`config.mk`:
```
export PLATFORM = sky130hd
export DESIGN_NAME = if_stage_flat
export DESIGN_NICKNAME = d
export VERILOG_FILES = /design/src/rtl/if_stage_if.sv /design/src/rtl/if_stage.sv /design/src/flat_wrapper.sv
export SDC_FILE = /design/constraint.sdc
export NUM_CORES = 1
export LEC_CHECK = 0
export ABC_AREA = 1
export CORE_MARGIN = 2
export CORE_UTILIZATION = 43
export CTS_CLUSTER_SIZE = 40
export DETAILED_ROUTE_END_ITERATION = 16
export PLACE_DENSITY = 0.78
export SYNTH_ARGS = -nofsm -noshare
export SYNTH_HDL_FRONTEND = slang
export SYNTH_SLANG_ARGS = --single-unit
export TNS_END_PERCENT = 5
```
`constraint.sdc`:
```
create_clock -name clk -period 2.6 [get_ports clk]
set_input_delay 0.52 -clock clk [delete_from_list [all_inputs] [get_ports clk]]
set_output_delay 0.52 -clock clk [all_outputs]
set_load 0.1 [all_outputs]
```
`src/rtl/if_stage_if.sv`:
```
// Interface bundle between the fetch stage and its environment (hazard/branch control and imem).
interface if_stage_if;
    logic        stall;
    logic        redirect_valid;
    logic [31:0] redirect_target;
    logic [31:0] imem_addr;
    logic [31:0] imem_rdata;
    logic [31:0] pc_if;
    logic [31:0] inst_id;
    logic [31:0] pc_plus4_id;
    logic        valid_id;
    logic [15:0] stall_cycles;
    logic [15:0] flush_count;
    logic        stall_timeout;

    // Drives stall/redirect and returns the instruction word.
    modport master (
        output stall, redirect_valid, redirect_target, imem_rdata,
        input  imem_addr, pc_if, inst_id, pc_plus4_id, valid_id,
        input  stall_cycles, flush_count, stall_timeout
    );

    // The fetch stage itself.
    modport slave (
        input  stall, redirect_valid, redirect_target, imem_rdata,
        output imem_addr, pc_if, inst_id, pc_plus4_id, valid_id,
        output stall_cycles, flush_count, stall_timeout
    );
endinterface

```
`src/rtl/if_stage.sv`:
```
// Instruction fetch stage: PC register, IF/ID pipeline register, stall/flush statistics.
module if_stage #(
    parameter logic [31:0] RESET_PC    = 32'h0000_0000,
    parameter int          STALL_LIMIT = 8,
    parameter logic [31:0] NOP_INSTR   = 32'h0000_0000
) (
    input logic         clk,
    input logic         rst_n,
    if_stage_if.slave   bus
);
    localparam logic [3:0] LIMIT = 4'(STALL_LIMIT);

    logic [31:0] pc_q, pc_d;
    logic [31:0] inst_q, inst_d;
    logic [31:0] pp4_q, pp4_d;
    logic        vld_q, vld_d;
    logic [15:0] stall_cnt_q, stall_cnt_d;
    logic [15:0] flush_cnt_q, flush_cnt_d;
    logic [3:0]  run_q, run_d;
    logic        tmo_q, tmo_d;
    logic [31:0] pc_plus4;

    assign pc_plus4 = pc_q + 32'd4;

    always_comb begin
        pc_d        = pc_q;
        inst_d      = inst_q;
        pp4_d       = pp4_q;
        vld_d       = vld_q;
        stall_cnt_d = stall_cnt_q;
        flush_cnt_d = flush_cnt_q;
        run_d       = 4'd0;
        tmo_d       = tmo_q;
        if (bus.stall) begin
            // Redirect is dropped while stalled; ID re-presents it once the stall clears.
            if (stall_cnt_q != 16'hFFFF) stall_cnt_d = stall_cnt_q + 16'd1;
            run_d = (run_q == 4'hF) ? 4'hF : run_q + 4'd1;
            if (run_d == LIMIT) tmo_d = 1'b1;
        end else if (bus.redirect_valid) begin
            pc_d   = {bus.redirect_target[31:2], 2'b00};
            inst_d = NOP_INSTR;
            pp4_d  = 32'd0;
            vld_d  = 1'b0;
            if (flush_cnt_q != 16'hFFFF) flush_cnt_d = flush_cnt_q + 16'd1;
        end else begin
            pc_d   = pc_plus4;
            inst_d = bus.imem_rdata;
            pp4_d  = pc_plus4;
            vld_d  = 1'b1;
        end
    end

    always_ff @(posedge clk) begin
        if (!rst_n) begin
            pc_q        <= RESET_PC;
            inst_q      <= NOP_INSTR;
            pp4_q       <= 32'd0;
            vld_q       <= 1'b0;
            stall_cnt_q <= 16'd0;
            flush_cnt_q <= 16'd0;
            run_q       <= 4'd0;
            tmo_q       <= 1'b0;
        end else begin
            pc_q        <= pc_d;
            inst_q      <= inst_d;
            pp4_q       <= pp4_d;
            vld_q       <= vld_d;
            stall_cnt_q <= stall_cnt_d;
            flush_cnt_q <= flush_cnt_d;
            run_q       <= run_d;
            tmo_q       <= tmo_d;
        end
    end

    assign bus.imem_addr     = pc_q;
    assign bus.pc_if         = pc_q;
    assign bus.inst_id       = inst_q;
    assign bus.pc_plus4_id   = pp4_q;
    assign bus.valid_id      = vld_q;
    assign bus.stall_cycles  = stall_cnt_q;
    assign bus.flush_count   = flush_cnt_q;
    assign bus.stall_timeout = tmo_q;
endmodule

```
`src/flat_wrapper.sv`:
```
// flat-port wrapper written by rule: the top's interface ports become plain ports
module if_stage_flat 
#(
    parameter logic [31:0] RESET_PC    = 32'h0000_0000,
    parameter int          STALL_LIMIT = 8,
    parameter logic [31:0] NOP_INSTR   = 32'h0000_0000
)
  (clk, rst_n, bus_stall, bus_redirect_valid, bus_redirect_target, bus_imem_rdata, bus_imem_addr, bus_pc_if, bus_inst_id, bus_pc_plus4_id, bus_valid_id, bus_stall_cycles, bus_flush_count, bus_stall_timeout);
  if_stage_if bus_i ();
  input logic clk;
  input logic rst_n;
  input wire logic [$bits(bus_i.stall)-1:0] bus_stall;
  input wire logic [$bits(bus_i.redirect_valid)-1:0] bus_redirect_valid;
  input wire logic [$bits(bus_i.redirect_target)-1:0] bus_redirect_target;
  input wire logic [$bits(bus_i.imem_rdata)-1:0] bus_imem_rdata;
  output wire logic [$bits(bus_i.imem_addr)-1:0] bus_imem_addr;
  output wire logic [$bits(bus_i.pc_if)-1:0] bus_pc_if;
  output wire logic [$bits(bus_i.inst_id)-1:0] bus_inst_id;
  output wire logic [$bits(bus_i.pc_plus4_id)-1:0] bus_pc_plus4_id;
  output wire logic [$bits(bus_i.valid_id)-1:0] bus_valid_id;
  output wire logic [$bits(bus_i.stall_cycles)-1:0] bus_stall_cycles;
  output wire logic [$bits(bus_i.flush_count)-1:0] bus_flush_count;
  output wire logic [$bits(bus_i.stall_timeout)-1:0] bus_stall_timeout;
  assign bus_i.stall = bus_stall;
  assign bus_i.redirect_valid = bus_redirect_valid;
  assign bus_i.redirect_target = bus_redirect_target;
  assign bus_i.imem_rdata = bus_imem_rdata;
  assign bus_imem_addr = bus_i.imem_addr;
  assign bus_pc_if = bus_i.pc_if;
  assign bus_inst_id = bus_i.inst_id;
  assign bus_pc_plus4_id = bus_i.pc_plus4_id;
  assign bus_valid_id = bus_i.valid_id;
  assign bus_stall_cycles = bus_i.stall_cycles;
  assign bus_flush_count = bus_i.flush_count;
  assign bus_stall_timeout = bus_i.stall_timeout;
  if_stage #(.RESET_PC(RESET_PC), .STALL_LIMIT(STALL_LIMIT), .NOP_INSTR(NOP_INSTR)) u_core (.clk(clk), .rst_n(rst_n), .bus(bus_i));
endmodule
```
==> results_tabular.tex <==
\begin{tabular}{lr}
\hline
Metric & Value \\
\hline
\multicolumn{2}{l}{\textbf{Outcome}} \\
Status & complete, no violations \\
\multicolumn{2}{l}{\textbf{Synth}} \\
Synth Area per Inst & 7.08 um2 \\
Count of state elements after synthesis & 131 \\
Gate Count Post-Synth & 891 \\
Count of distinct cell types in the synthesized netlist & 35 \\
Synth warn & 0 \\
Fraction of the yosys area taken by sequential cells & 0.416 \\
Cell area after technology mapping & 6300 um2 \\
\multicolumn{2}{l}{\textbf{Global routing}} \\
Pin count of the biggest net entering global routing & 44 \\
Global-route wire length before repair & between 20 and 30 mm \\
Global router's overall resource usage & 0.234 \\
Number of antenna violations at the first check in global routing & 1 \\
Vias in the first global route & 5840 \\
Total congestion overflow & 0 \\
\multicolumn{2}{l}{\textbf{Floorplan}} \\
Placement Rows & between 40 and 50 \\
Area enclosed by the die boundary & 15600 um2 \\
Vertical die dimension & 125 um \\
Starting density of the core & 0.437 \\
Die width & between 100 and 150 um \\
I/O Pins & 230 \\
Core Box Area & 14400 um2 \\
\multicolumn{2}{l}{\textbf{Power and ir drop}} \\
Overall power of the completed layout & between 5 and 6 mW \\
Switching power & 1.86 mW \\
Internal power of the cells & between 3 and 4 mW \\
Power density over cell area & around 650 nW/um2 \\
Lkg Pwr & 3.73 nW \\
Worst vdd ir & 0.000454 V \\
Switching power share of the total & 0.331 \\
Sequential power share & 0.380 \\
Clock power frac & 0.431 \\
Logic pwr share & 0.189 \\
\multicolumn{2}{l}{\textbf{CTS}} \\
Hold buffer count at cts & 0 \\
Clock slew at the register clock pins of the worst setup and hold paths & about 0.060 ns \\
Number of buffers added for setup after CTS & 0 \\
Clock tree from TritonCTS & done \\
Skew-Pair Late Insertion Delay & 0.42 ns \\
Max H-tree Level & 4 \\
Buffer type at the clock tree root & sky130\_fd\_sc\_hd\_\_clkbuf\_16 \\
Number of buffers created by CTS & 17 \\
Number of buffers on the longest clock path & 2 \\
Number of clock sinks & 131 \\
\# resized after CTS & 0 \\
\multicolumn{2}{l}{\textbf{Flow run}} \\
Max-cap viol count & 0 \\
\multicolumn{2}{l}{\textbf{Placement}} \\
Final weighted congestion in routability-driven placement & 0.899 \\
HPWL after DPL & 14.2 mm \\
IO buf count & approximately 220 \\
Setup slack at placement & 0.343 ns \\
\multicolumn{2}{l}{\textbf{Timing}} \\
Final setup margin & 0.742 ns \\
Post-route clock skew & a little over 0.006 ns \\
Setup repair after global routing missed its margin & no \\
Aggregate negative setup slack & 0 ns \\
Number of failing hold endpoints at the final stage & 0 \\
Count of final setup violators & 0 \\
Maximum clock rate & $\sim$540 MHz \\
Period Utilization, post-route & 0.715 \\
Minimum period implied by the final worst setup slack & $\sim$1.9 ns \\
Number of pins exceeding their max-slew limit in the final report & 0 \\
\multicolumn{2}{l}{\textbf{Final layout}} \\
Commonest cells after routing, fill and taps aside & 279 x sky130\_fd\_sc\_hd\_\_nand2\_1, 171 x sky130\_fd\_sc\_hd\_\_buf\_4, 131 x sky130\_fd\_sc\_hd\_\_dfxtp\_1 \\
Fillers & $\sim$1300 \\
Nets & 1158 \\
Inserted Diodes & 0 \\
Most frequent standard cell in the layout excluding fill and tap cells & sky130\_fd\_sc\_hd\_\_nand2\_1 \\
Fraction of layout instances using a drive strength above 1 & 0.217 \\
Area growth syn-to-layout & 38.2\% \\
\multicolumn{2}{l}{\textbf{Worst setup path}} \\
Number of buffers and inverters on the critical path & 1 \\
Critical Path Most Common Cell & sky130\_fd\_sc\_hd\_\_nand2\_1 \\
CP delay by family, top & simple AND/OR/NAND/NOR gates \\
Register-to-Register Path Depth & 7 \\
Largest fanout on the critical path & 13 \\
Worst endpoint required time & 2.95 ns \\
Largest stage delay on the critical path & 0.44 ns \\
Cell type of the slowest stage on the worst timing path & sky130\_fd\_sc\_hd\_\_dfxtp\_1 \\
Worst reg-to-reg setup slack & 0.74 ns \\
Worst Setup Path Type & reg -> reg \\
Critical Path, Cell by Cell & ha\_1 > inv\_1 > nor2\_1 > nand4\_1 > nand2\_1 > nand2\_1 > a21oi\_1 \\
Launching point of the worst reg2reg path & u\_core.bus.stall\_cycles[0] \\
Critical Path Start Type & register \\
Critical path capture point type & register \\
Critical path data arrival time & $\sim$2.2 ns \\
Terminus of the critical flop-to-flop path & u\_core.bus.stall\_cycles[9] \\
\multicolumn{2}{l}{\textbf{Worst hold path}} \\
Worst Hold Launch & u\_core.bus.pc\_plus4\_id[27] \\
Endpoint of the worst hold-timing path & u\_core.bus.pc\_plus4\_id[27] \\
Number of cells on the worst hold path & 2 \\
Worst hold-check path type & reg -> reg \\
\multicolumn{2}{l}{\textbf{Detailed routing}} \\
Remaining antenna violation count & 0 \\
Drt via density & 5.01 \\
Post-detailed-route DRC marker count & 0 \\
Average wire length per cell after detail routing & 14.5 um \\
Routed wire length & approximately 19 mm \\
Drt first pass iters & 5 \\
DRT iter0 DRCs & 360 \\
Total number of vias & 6429 \\
\hline
\end{tabular}
[kinds of logic (layout without fill, tap and decap cells)]
logic type                 count (synthesis)  in the layout  share of synthesized area
other                                      1              4                   0.000595
and+or+nand+nor                          455            455                      0.303
buffers and inverters                    143            348                      0.111
muxes                                      1              1                    0.00159
AOI/OAI and AO/OA                        142            142                      0.140
adders and majority gates                  4              4                    0.00794
DFF                                      131            131                      0.416
xor gates and xnor gates                  14             14                     0.0194
[power groups by stage]
| stage | Sequential (mW) | Combinational (mW) | Clock, mW |
|---|---|---|---|
| final | 2.14 | 1.07 | 2.42 |
| after global routing | 2.15 | 1.11 | 2.56 |
| after CTS | 2.14 | 1.07 | 2.46 |
| after detailed placement | 2.18 | 1.07 | 0 |
| after global placement | 2.18 | 1.06 | 0 |
| after floorplan | 2.57 | 0.407 | 0 |
[per-layer routing]
metal  vias up  wire length [um]  track usage  share of wire
li1       3246                 -            -              -
met1      2868              7970        0.292           0.43
met2       274              8610        0.380           0.46
met3        41              1510       0.0663          0.081
met4         0               494        0.102          0.027
met5         -                 0            0              0
[through the flow]
stage	std cells	cell area, um2	hold slack (ns)	util
after floorplan	894	6320	0.480	-
after detailed placement	1251	8110	0.447	0.562
after CTS	1283	8710	0.455	0.604
final	1283	8710	0.454	0.604
after global placement	1251	8110	0.441	0.562
after global routing	1283	8710	0.462	0.604
[sequential cells by signal (all words and copies together) (netlist names)]
signal,count
u_core.bus.valid_id,1
u_core.bus.stall_timeout,1
u_core.bus.imem_addr,30
u_core.bus.inst_id,32
u_core.bus.pc_plus4_id,31
u_core.run_q,4
u_core.bus.flush_count,16
u_core.bus.stall_cycles,16
[synth_stat cells, drive strengths merged]
cell	instances	share of area
a211oi	1	0.0012
a21oi	43	0.039
a22o	32	0.044
a31oi	8	0.0079
a32oi	1	0.0014
and2	1	0.00099
buf	56	0.059
clkbuf	9	0.0054
clkinv	1	0.00079
conb	1	0.00059
dfxtp	131	0.42
ha	4	0.0079
inv	77	0.046
mux2i	1	0.0016
nand2	283	0.17
nand3	65	0.052
nand3b	3	0.0036
nand4	9	0.0089
nor2	91	0.064
nor3	2	0.0016
o211ai	1	0.0012
o21ai	56	0.044
or2	1	0.00099
xnor2	5	0.0069
xor2	9	0.013
[worst register-to-register path, stage by stage, from the launching register on]
cell	delay [ns]
sky130_fd_sc_hd__dfxtp_1	0.44
sky130_fd_sc_hd__ha_1	0.28
sky130_fd_sc_hd__inv_1	0.06
sky130_fd_sc_hd__nor2_1	0.25
sky130_fd_sc_hd__nand4_1	0.13
sky130_fd_sc_hd__nand2_1	0.37
sky130_fd_sc_hd__nand2_1	0.11
sky130_fd_sc_hd__a21oi_1	0.15
[area by class of cell]
cell class	count	area (um2)	area share
Multi-Input combinational cell	620	2990	0.343
Tap cell	184	230	0.0264
Clock inverter	15	173	0.0198
Timing Repair Buffer	238	1970	0.227
Clock buffer	17	425	0.0488
Sequential cell	131	2620	0.301
Inverter	78	294	0.0338
[how the worst max path moves through the flow]
stage / from / endpoint / slack (ns) / cells past startpoint
after detailed placement: bus_stall / u_core.bus.stall_cycles[1] / 0.34 / 6
final: u_core.bus.stall_cycles[0] / u_core.bus.stall_cycles[9] / 0.74 / 7
after global routing: u_core.bus.stall_cycles[0] / u_core.bus.stall_cycles[2] / 0.54 / 7
after CTS: u_core.bus.imem_addr[10] / bus_imem_addr[10] / 0.75 / 1
after global placement: bus_stall / u_core.bus.stall_cycles[1] / 0.33 / 6
after floorplan: u_core.bus.imem_addr[2] / u_core.bus.imem_addr[16] / 0.28 / 8
Note: power is estimated with default switching activity, not from simulation.
==> variant: new RTL, same flow settings <==
`STALL_LIMIT` is set to 8 in 2 places; all go to 7.
--- a/src/rtl/if_stage.sv
+++ b/src/rtl/if_stage.sv
@@ -1,7 +1,7 @@
 // Instruction fetch stage: PC register, IF/ID pipeline register, stall/flush statistics.
 module if_stage #(
     parameter logic [31:0] RESET_PC    = 32'h0000_0000,
-    parameter int          STALL_LIMIT = 8,
+    parameter int          STALL_LIMIT = 7,
     parameter logic [31:0] NOP_INSTR   = 32'h0000_0000
 ) (
     input logic         clk,
--- a/src/flat_wrapper.sv
+++ b/src/flat_wrapper.sv
@@ -2,7 +2,7 @@
 module if_stage_flat 
 #(
     parameter logic [31:0] RESET_PC    = 32'h0000_0000,
-    parameter int          STALL_LIMIT = 8,
+    parameter int          STALL_LIMIT = 7,
     parameter logic [31:0] NOP_INSTR   = 32'h0000_0000
 )
   (clk, rst_n, bus_stall, bus_redirect_valid, bus_redirect_target, bus_imem_rdata, bus_imem_addr, bus_pc_if, bus_inst_id, bus_pc_plus4_id, bus_valid_id, bus_stall_cycles, bus_flush_count, bus_stall_timeout);
Formal check against the unedited RTL: no difference found for any inputs over 4 cycles, from zero or initial values and one cycle with rst_n low; that may be too few to reach the edited logic, so the function may still have changed.
==> variant against the original RTL <==
  * Global-route usage down 0.071 points
  * Synthesized cell count grew 0.45%
  * Clock power up 2%
  * Power rose by 0.56%
  * Synthesized area increased by 0.46%
  * Setup slack lost 0.016 ns
  * Design area barely moved
  * Sequential cell count unchanged
  * Routed wire length shrank 0.59%
  * Register-to-register slack gained 0.03 ns
  * Critical path type is now in2reg
  * Largest power group unchanged
==> variant: results (changes against the original RTL) <==
Logic synthesis:
- The distinct cell type count of the synthesized netlist was 34 (-2.9%).
- The average footprint of a synthesized cell is 7.077 sq um (about the same).
- Ranked by total cell area, the synthesized netlist is headed by dfxtp_1, nand2_1, nand3_1.
- By count the netlist is led by nand2_1, dfxtp_1, nor2_1, inv_1, nand3_1.
- The proportion of synthesized chip area in sequential cells came to 0.4141 (-0.001890).

Min path:
- The capture endpoint of the worst hold path is u_core.bus.pc_plus4_id[21].
- The startpoint identified for the worst hold timing path is u_core.bus.pc_plus4_id[21].
- The tightest min-delay check is of the reg2reg type.

Routing:
- The sum of routed wire segments on met1 is 8020 um (+0.69%).
- The routed length on met3 is 1343 um (-11%).
- The topmost layer with routed signal wires is met5.
- The vias per cell is 4.968 (-0.86%).
- The average wire per standard cell is 14.39 um (-0.59%).
- The number of design-rule violations left by the first detailed-router iteration was 356 (-1.1%).
- The met2 layer wire length in the routed design is 8895 um (+3.3%).

Final layout:
- The filler cell count was 1324 (-0.38%).
- The fraction of area in registers is 0.3012 (about the same).
- The multi-input combinational cell count is 624 (+0.65%).
- The non-clock buffer contribution to total cell area is 0.2233 (-0.003351).
- The area used by multi-input combinational logic is 0.003009 sq mm (+0.59%).
- The number of non-clock buffers is 234 (-1.7%).
- The clock-cell share of area is 0.06955 (+0.0008917).
- The fraction of layout cells with a size suffix above 1 is 0.2147 (-0.001820).

Place:
- The routability-driven placement congestion ratio is 0.8665 (-3.6%).
- The HPWL after detailed placement came to 13530 um (-4.4%).
- The setup slack at placement is 0.3046 ns (-0.03885 ns).
- The placed instance area came to 0.008102 sq mm (-0.14%).

Critical path:
- The stage delay of the slowest cell on the critical path is 0.55 ns (+0.11 ns).
- The logic depth of the worst register-to-register path came to 8 (+1).
- The data arrival time at the worst-slack endpoint is 2.24 ns (+0.03 ns).
- In this run the worst setup path terminates at u_core.bus.inst_id[12].
- The worst reg-to-reg setup slack came to 0.77 ns (+0.03 ns).
- The slowest stage of the critical path is the clkdlybuf4s50_1 cell.
- The maximum fanout along the worst path is 56 (+43).
- The launching instance or port of the critical path is bus_stall.
- The launch instance of the worst register-to-register path is u_core.bus.imem_addr[2].
- The cell class contributing the biggest share of worst-path delay is buffers and inverters.
- In this run the critical register-to-register path is captured at u_core.bus.pc_plus4_id[30].

Global routing:
- The global-route wire length before repair is 29810 um (+0.51%).
- The total routing usage reported by global routing was 0.2335 (-0.0007057).
- The met1 track utilization from global routing is 0.2917 (about the same).
- The met2 demand-to-capacity share in global routing is 0.3907 (+0.01087).
- The via count of the first global-routing pass is 5810 (-0.51%).
- The met3 demand-to-capacity share in global routing is 0.07445 (+0.008130).
- The largest net degree at the start of global routing is 63 (+43%).

Timing:
- The final-layout worst hold slack is 0.4513 ns (-0.003189 ns).
- The share of the clock period used by the worst path is 0.7209 (+0.006098).
- For the pin with the worst max-slew slack, the measured transition is 0.6975 ns.
- The clock tree skew after final layout is 0.009716 ns (+0.003686 ns).

Power and ir drop:
- The worst ir drop on vdd is 0.4484 mV (-1.2%).
- The standby leakage power is 3.711 nW (-0.39%).

Run status:
- The flow ran to the end, and the final reports show no timing, DRC or antenna violations.
variant: cell types whose count changed in the layout (fill, tap and decap cells not counted), moves of 2 or more:
cell        before  now
clkinvlp_4       3    6
clkinv_4         4    1
nand2_2          4    6
nand2_1        279  281
nand3_1         64   62
nand4_1          9    7
buf_4          171  167
inv_6            5    3
o21ai_0         43   54
o21ai_1         13    3
variant: cell families (layout without fill, tap and decap cells):
group                    count (synthesis)  after routing  synth area share
XOR/XNOR                                14             14           0.01936
flip-flops                             131            131            0.4141
buffers and inverters                  143            344            0.1126
AO/OA/AOI/OAI                          144            144            0.1411
AND/OR/NAND/NOR                        458            458            0.3044
other                                    1              4         0.0005921
adder cells (fa/ha/maj)                  4              4          0.007902
variant: power breakdown:
part | switching, mW | total [mW] | internal [mW]
logic | 0.808 | 1.06 | 0.254
clock network | 0.950 | 2.46 | 1.51
registers | 0.0678 | 2.14 | 2.07
